<file path="src/rtl/sort4_unit.sv">
// sort4_unit: collects a batch of four 6-bit elements, sorts them in place
// with a fixed 9-cycle bubble sort (signed or unsigned compare chosen by the
// first element of the batch), then streams them out in ascending order
// under valid/ready handshaking.
// Optional feature: define SORT4_DUP_FLAG_EN to add the out_dup output,
// which flags an output element equal to the one streamed before it.
module sort4_unit (
    input  logic       clk,
    input  logic       rst_n,
    input  logic       in_valid,
    output logic       in_ready,
    input  logic [5:0] in_data,
    input  logic       in_signed,
    output logic       out_valid,
    input  logic       out_ready,
    output logic [5:0] out_data,
    output logic       out_last,
    output logic       busy
`ifdef SORT4_DUP_FLAG_EN
    ,
    output logic       out_dup
`endif
);

    typedef enum logic [1:0] {
        LOAD  = 2'd0,
        SORT  = 2'd1,
        DRAIN = 2'd2
    } state_t;

    state_t      state_q, state_d;
    logic [5:0]  slot_q [4];
    logic [1:0]  load_idx_q;   // next slot to fill in LOAD
    logic [1:0]  k_q;          // next slot to emit in DRAIN
    logic [1:0]  pass_q;       // bubble pass 0..2
    logic [1:0]  pair_q;       // compared pair (pair_q, pair_q+1), 0..2
    logic        mode_q;       // 1 = signed compare for the current batch

    logic [1:0]  pair_hi;
    logic [5:0]  cmp_lo, cmp_hi;
    logic        do_swap;
    logic        sort_done;

    // Compare the active pair; swap only on strict less-than so equal
    // elements keep their order and never cause a needless swap.
    always_comb begin
        pair_hi   = pair_q + 2'd1;
        cmp_lo    = slot_q[pair_q];
        cmp_hi    = slot_q[pair_hi];
        do_swap   = mode_q ? ($signed(cmp_hi) < $signed(cmp_lo)) : (cmp_hi < cmp_lo);
        sort_done = (pass_q == 2'd2) && (pair_q == 2'd2);
    end

    // State register.
    always_ff @(posedge clk or negedge rst_n) begin
        if (!rst_n) begin
            state_q <= LOAD;
        end else begin
            // NOTE: sequential state uses non-blocking assignments so every
            // register samples the pre-edge values regardless of statement order.
            state_q <= state_d;
        end
    end

    // Next-state and handshake/output decode.
    always_comb begin
        // NOTE: every output gets a default before the case so no path
        // leaves a signal unassigned, which would infer a latch.
        state_d   = state_q;
        in_ready  = 1'b0;
        out_valid = 1'b0;
        out_data  = 6'h00;
        out_last  = 1'b0;
        busy      = 1'b0;
        unique case (state_q)
            LOAD: begin
                in_ready = 1'b1;
                if (in_valid && (load_idx_q == 2'd3)) state_d = SORT;
            end
            SORT: begin
                busy = 1'b1;
                if (sort_done) state_d = DRAIN;
            end
            DRAIN: begin
                busy      = 1'b1;
                out_valid = 1'b1;
                out_data  = slot_q[k_q];
                out_last  = (k_q == 2'd3);
                if (out_ready && (k_q == 2'd3)) state_d = LOAD;
            end
            default: state_d = LOAD;
        endcase
    end

`ifdef SORT4_DUP_FLAG_EN
    logic [1:0] k_prev;

    // Flag an emitted element equal to its predecessor in sorted order.
    always_comb begin
        k_prev  = k_q - 2'd1;
        out_dup = (state_q == DRAIN) && (k_q != 2'd0) && (slot_q[k_q] == slot_q[k_prev]);
    end
`endif

    // Datapath: slot loading, in-place compare/swap, drain index.
    always_ff @(posedge clk or negedge rst_n) begin
        if (!rst_n) begin
            // NOTE: the slot storage is reset explicitly so a batch cut short
            // by reset can never leak stale elements into a later output.
            for (int i = 0; i < 4; i++) slot_q[i] <= 6'h00;
            load_idx_q <= 2'd0;
            k_q        <= 2'd0;
            pass_q     <= 2'd0;
            pair_q     <= 2'd0;
            mode_q     <= 1'b0;
        end else begin
            unique case (state_q)
                LOAD: begin
                    pass_q <= 2'd0;
                    pair_q <= 2'd0;
                    k_q    <= 2'd0;
                    if (in_valid) begin
                        slot_q[load_idx_q] <= in_data;
                        if (load_idx_q == 2'd0) mode_q <= in_signed;
                        // Wraps 3 -> 0, ready for the next batch.
                        load_idx_q <= load_idx_q + 2'd1;
                    end
                end
                SORT: begin
                    if (do_swap) begin
                        slot_q[pair_q]  <= cmp_hi;
                        slot_q[pair_hi] <= cmp_lo;
                    end
                    if (pair_q == 2'd2) begin
                        pair_q <= 2'd0;
                        pass_q <= (pass_q == 2'd2) ? 2'd0 : pass_q + 2'd1;
                    end else begin
                        pair_q <= pair_q + 2'd1;
                    end
                end
                DRAIN: begin
                    // Wraps 3 -> 0 on the final transfer.
                    if (out_ready) k_q <= k_q + 2'd1;
                end
                default: begin
                    load_idx_q <= 2'd0;
                    k_q        <= 2'd0;
                end
            endcase
        end
    end

endmodule

</file>
<file path="config.mk">
export PLATFORM = sky130hd
export DESIGN_NAME = sort4_unit
export DESIGN_NICKNAME = d
export VERILOG_FILES = /design/src/rtl/sort4_unit.sv
export SDC_FILE = /design/constraint.sdc
export NUM_CORES = 1
export LEC_CHECK = 0
export CAP_MARGIN = 20
export CORE_UTILIZATION = 60
export CTS_BUF_LIST = sky130_fd_sc_hd__clkbuf_4 sky130_fd_sc_hd__clkbuf_8 sky130_fd_sc_hd__clkbuf_16
export CTS_CLUSTER_SIZE = 40
export DETAILED_ROUTE_END_ITERATION = 7
export DONT_BUFFER_PORTS = 1
export GPL_ROUTABILITY_DRIVEN = 0
export GPL_TIMING_DRIVEN = 0
export PLACE_DENSITY = 0.72
export RECOVER_POWER = 25
export SLEW_MARGIN = 20
export SYNTH_ARGS = -nofsm -noshare
export SYNTH_HDL_FRONTEND = slang
export SYNTH_SLANG_ARGS = --single-unit
</file>
<file path="constraint.sdc">
create_clock -name clk -period 9.43 [get_ports clk]
set_clock_uncertainty 0.2 [all_clocks]
set_input_delay 1.886 -clock clk [delete_from_list [all_inputs] [get_ports clk]]
set_output_delay 1.886 -clock clk [all_outputs]
set_load 0.01 [all_outputs]
</file>
=== Word-level counts from Yosys, hierarchy flattened ===
Cells that the tools add are included.

* Mux-type cells: 40
* Eq/ne operators: 13
* Order comparisons: 9
* Reductions and logical operators: 16
* Add/subtract/negate cells: 4
* Bitwise operators: 6

{| class="wikitable"
|+ Operators with widths
! cell !! number
|-
| $bwmux 24 || 3
|-
| $mux 6 || 10
|-
| $mux 24 || 2
|-
| $pmux 24 s2 || 1
|-
| $bmux 6 s2 || 3
|-
| $demux 6 s2 || 3
|-
| $mux 2 || 8
|-
| $pmux 2 s2 || 4
|-
| $ne 2x2->1 const B || 7
|-
| $ge 3x3->1 const B || 4
|-
| $lt 6x6->1 || 2
|-
| $not 2->3 || 4
|-
| $eq 2x2->1 const B || 5
|-
| $lt 3x1->1 const B || 3
|-
| $reduce_and 3->1 || 3
|-
| $add 2x1->2 const B || 4
|-
| $logic_and 1x1->1 || 6
|-
| $pmux 2 s3 || 1
|-
| $reduce_and 2->1 || 3
|-
| $mux 1 || 5
|-
| $logic_not 2->1 || 2
|-
| $eq 2x1->1 const B || 1
|-
| $not 1->1 || 2
|-
| $reduce_bool 2->1 || 1
|-
| $reduce_or 2->1 || 1
|}

* Output and inout bits: 10
* Logic and storage cells: 98
* Register bits: 35
* Input port bits: 11

=== Depth between registers and ports, before layout ===
* Depth in word-level cells: 9
* Depth in mapped cells: 10
* Gate-level depth less buffers: 9

=== Least setup slack after synthesis ===
No wires, ideal clock.

* Path type: register -> register
* Start point: register pair_q[0]
* End point: register slot_q[0] in the netlist's numbering
* Setup time: 125 ps
* Setup slack: 5789 ps
* Buffers on the path: 1
* Cell stages (with the launch flop): 11
* Required time: 9105 ps
* Arrival time: 3316 ps
* Clock period less this slack: 3641 ps
* Cell sequence: dfrtp_1 > buf_2 > inv_1 > ha_1 > mux4_2 > ha_1 > nor2b_1 > and3_1 > o2bb2ai_1 > a221oi_4 > mux2_2

* Longest elaborated chain between the ends: 9
* Elaborated cells between the ends (all ways): 28
* Those cells by class: 1 x add/sub; 6 x order compare; 1 x eq/ne; 15 x mux; 2 x bitwise; 3 x reduce/logical

{| class="wikitable"
|+ Ends and longest elaborated chain
! what !! line !! text
|-
| start, declared || 36 || <nowiki>logic [1:0] pair_q;</nowiki>
|-
| start signal, assigned || 138 || <nowiki>pair_q <= pair_q + 2'd1;</nowiki>
|-
| $add 2x1->2 / $not 2->3 (equally long branches) || 47, 48, 131 ||
|-
| $not 2->3 (implied by the code), or another cell as far along || 49, 132 ||
|-
| $bmux 6 s2, or another cell as far along || 49 || <nowiki>cmp_hi = slot_q[pair_hi];</nowiki>
|-
| $mux 6 (implied by the code), or another cell as far along (2 in a row) || 49 ||
|-
| $lt 6x6->1, or another cell as far along || 50 || <nowiki>do_swap = mode_q ? ($signed(cmp_hi) < $signed(cmp_lo)) : (cmp_hi < cmp_lo);</nowiki>
|-
| $mux 1 / $bwmux 24 (equally long branches) || 50, 132 ||
|-
| $ne 2x2->1 (no line) / $mux 24 (equally long branches) || n/a ||
|-
| $reduce_and 3->1 (no line) / $pmux 24 s2 (equally long branches) || n/a ||
|-
| end signal, assigned by index || 123 || <nowiki>slot_q[load_idx_q] <= in_data;</nowiki>
|-
| end signal, assigned by index || 131 || <nowiki>slot_q[pair_q] <= cmp_hi;</nowiki>
|-
| end signal, assigned by index || 132 || <nowiki>slot_q[pair_hi] <= cmp_lo;</nowiki>
|-
| end, declared || 32 || <nowiki>logic [5:0] slot_q [4];</nowiki>
|}

Several ways; a longest one is shown, not always the timed one. The select of a mux whose other input is x is not followed.
A chain may end at the register's enable or synchronous reset.

=== Final worst setup path ===
* Start point: register pair_q[0]
* End point: register slot_q[19] in the netlist's numbering

The elaborated chain is that of the path after synthesis.

==> results.yml <==
run_status:
  status: "finished, final reports clean"
pwr:
  vdd_drop_max_uv: 182.2
  leakagePower_nw: 1.343
  power.density_nw_per_um2: 339.7
clock_tree:
  ctsHtreeMaxLevel: 2
  tritoncts_buffer_count: 5
  clock_sinks: 35
  clk_latency_ps: 300
  post_cts_resize_count: 0
  cts.clk_slew.worst_paths_ps: 70
  cts_buffer_depth: 2
  cts_setup_buffers: 0
  hold_buffers: 0
  clockRootBuffer: "clkbuf_8"
  tritoncts: "done"
global_routing:
  first_pass_grt_wire_length_um: 11500
  overflow: 0
  grt_pass1_vias: 2160
  gr_usage_total_pct: 30.94
  initial_antenna_violation_count: 0
  grt_max_degree: 36
placement:
  detailed_place_hpwl_um: 4927
  dp_slack_ps: 5120
  numPortBuffers: 0
cells_and_area:
  layout.nets: 309
  insertedDiodeCount: 0
  flow.area_growth_from_synthesis_pct: 5.814
  final_layout_size_suffix_gt1_share_pct: 22.50
detailed_routing:
  detailroute.via_count: 2241
  drt_first_pass_iters: 4
  routed_wire_length_per_instance_um: 21.42
  drt-vias-per-instance: 6.750
  first_iter_violations: 173
  routed_wirelength_um: 7110
  drc_errors: 0
  antenna_violating_nets_post_route: 0
critical_path:
  critPathKind: "flop to flop"
  critPathMaxFanout: 10
  worstRegToRegCells: 10
  start_kind: "flop"
  worstReg2RegEnd: "slot_q[19]$_DFFE_PN0P_"
  worstPathRequired_ps: 9410
  slowest_delay_ps: 650
  cp-endpoint: "slot_q[19]$_DFFE_PN0P_"
  path_cells: "buf_2, inv_1, ha_1, mux4_2, ha_1, nand3_1, and3_1, o2bb2ai_1, a221oi_4, mux2_2"
  critical-path-slowest-cell: "a221oi_4"
  minimum_setup_slack_among_reg_to_reg_paths_ps: 5090
  worst_setup_path_startpoint: "pair_q[0]$_DFFE_PN0P_"
  r2r-start: "pair_q[0]$_DFFE_PN0P_"
  timing.critical_path.arrival_ps: 4310
  most_common_cell_type_on_the_critical_path: "ha_1"
  endpoint_kind: "flop"
synthesis:
  synthesized_area_per_cell_um2: 10.68
  synth_top_area_share_pct: 30.15
  yosysSeqAreaShare_pct: 30.15
  synth-edff-count: 0
  synthesis.instances: 272
  synthDominantAreaCellType: "dfrtp_1"
  synth_async_sr_flop_share_pct: 100.0
  mappedNetlistArea_um2: 2905
  total_of_warnings_raised_by_yosys: 0
  netlist_top_cells_area: "dfrtp_1 30%, mux4_2 14%, mux2_2 10%"
  synth_fp_nets: 302
  unique_masters_post_synth: 35
  yosys.cell_count.top_type: "nand2_1"
  ys_top_cells_by_count: "44 x nand2_1, 35 x dfrtp_1, 26 x mux2_2"
  synth-main-ff-cell: "dfrtp_1"
  ys_ff_latch: 35
floorplan:
  vert_die_dim_um: 71.59
  io_pins: 21
  placeableCoreArea_um2: 4504
  starting_density_of_the_core_pct: 64.50
  floorplan.die_area_um2: 5124
  fp-row-count: 24
  die_width_um: 71.59
timing:
  final-max-slew-violation-count: 0
  max_freq_mhz: 230.5
  setup_viol: 0
  setup_tns_ps: 0
  tightest_slew_ps: 931.6
  report.final.hold_viol_count: 0
  period_share_pct: 46.00
  postLayoutSetupSlackWorst_ps: 5092
  setup_repair_after_global_routing_missed_its_margin: "false"
  max_transition_margin_pct: 37.76
  fin_crit_period_ps: 4338
job:
  timing.max_cap.violations: 0
hold_path:
  min-delay-path-class: "flop to flop"
==> per-stage QoR <==
stage / cell area (um2) / hold WS, ps / util [%] / instances / power (mW)
floorplan: 2905 / 286.4 / - / 272 / 0.7685
global placement: 2970 / 302.9 / 65.94 / 324 / 0.8989
detailed placement: 2970 / 312.1 / 65.94 / 324 / 0.9112
CTS: 3074 / 329.3 / 68.25 / 332 / 1.041
global route: 3074 / 368.6 / 68.25 / 332 / 1.119
finish: 3074 / 323.3 / 68.25 / 332 / 1.044
==> metal layers <==
metal / GRT usage [%] / wire length, um
met1: 42.50 / 3058
met2: 47.30 / 3242
met3: 8.439 / 639
met4: 11.76 / 169
met5: 0 / 0
==> critical path, delay by kind of cell, from the launching register on <==
family                     cells  cell delay, ps
AOI/OAI and AO/OA              2             960
adders and majority gates      2             880
buffers and inverters          2             520
and+or+nand+nor                2             290
muxes                          2             830
DFF                            1             530
==> power breakdown <==
group | internal (mW) | switching [mW]
Combinational | 0.285 | 0.387
Clock | 0.0696 | 0.0575
Sequential | 0.199 | 0.0456
Total | 0.554 | 0.490
==> registers in the layout, indices dropped and copies added (netlist names) <==
register    count
k_q             2
load_idx_q      2
mode_q          1
pair_q          2
pass_q          2
slot_q         24
state_q         2
==> how the worst min path moves through the flow <==
stage | from | depth (start not counted) | slack [ps] | end
after CTS | state_q[1]$_DFFE_PN0P_ | 1 | 330 | state_q[1]$_DFFE_PN0P_
final | state_q[1]$_DFFE_PN0P_ | 1 | 320 | state_q[1]$_DFFE_PN0P_
after global routing | slot_q[16]$_DFFE_PN0P_ | 1 | 370 | slot_q[16]$_DFFE_PN0P_
after detailed placement | state_q[1]$_DFFE_PN0P_ | 1 | 310 | state_q[1]$_DFFE_PN0P_
after global placement | state_q[1]$_DFFE_PN0P_ | 1 | 300 | state_q[1]$_DFFE_PN0P_
after floorplan | state_q[1]$_DFFE_PN0P_ | 1 | 290 | state_q[1]$_DFFE_PN0P_
==> kinds of logic after synthesis <==
group / synth area share, %
muxes: 24.76
xor gates and xnor gates: 0.3015
and+or+nand+nor: 13.78
buffers and inverters: 3.919
adders and majority gates: 8.183
AOI/OAI and AO/OA: 18.91
DFF: 30.15
==> area by class of cell <==
cell class	count	area (um2)
multi-input combinational	209	1916
fill	345	1430
sequential	35	875.8
clock buffer	8	103.9
tap	52	65.06
buffer	14	61.31
inverter	14	52.55
==> layout by cell type, fill, tap and decap left out <==
cell / n
a221oi_4: 4
buf_6: 1
a22oi_1: 18
a21oi_1: 1
and2_1: 10
o21ai_0: 2
nor2_1: 12
a31oi_1: 2
and3_1: 1
and3b_1: 1
nand2b_4: 1
a22o_1: 18
mux2_2: 26
clkbuf_1: 10
nand2b_1: 3
mux4_2: 18
o2bb2ai_1: 1
nand3_1: 2
o22a_1: 1
nand2_1: 44
mux2i_1: 1
a211oi_2: 4
clkbuf_8: 7
buf_1: 2
xor2_1: 1
dfrtp_1: 35
clkbuf_4: 1
nand3b_1: 1
and2_0: 1
nor2b_1: 9
ha_1: 19
mux2_1: 1
inv_1: 14
buf_2: 1
o31ai_1: 2
o22ai_1: 1
o2111ai_1: 4
No activity file was read; power rests on OpenSTA's default activity.
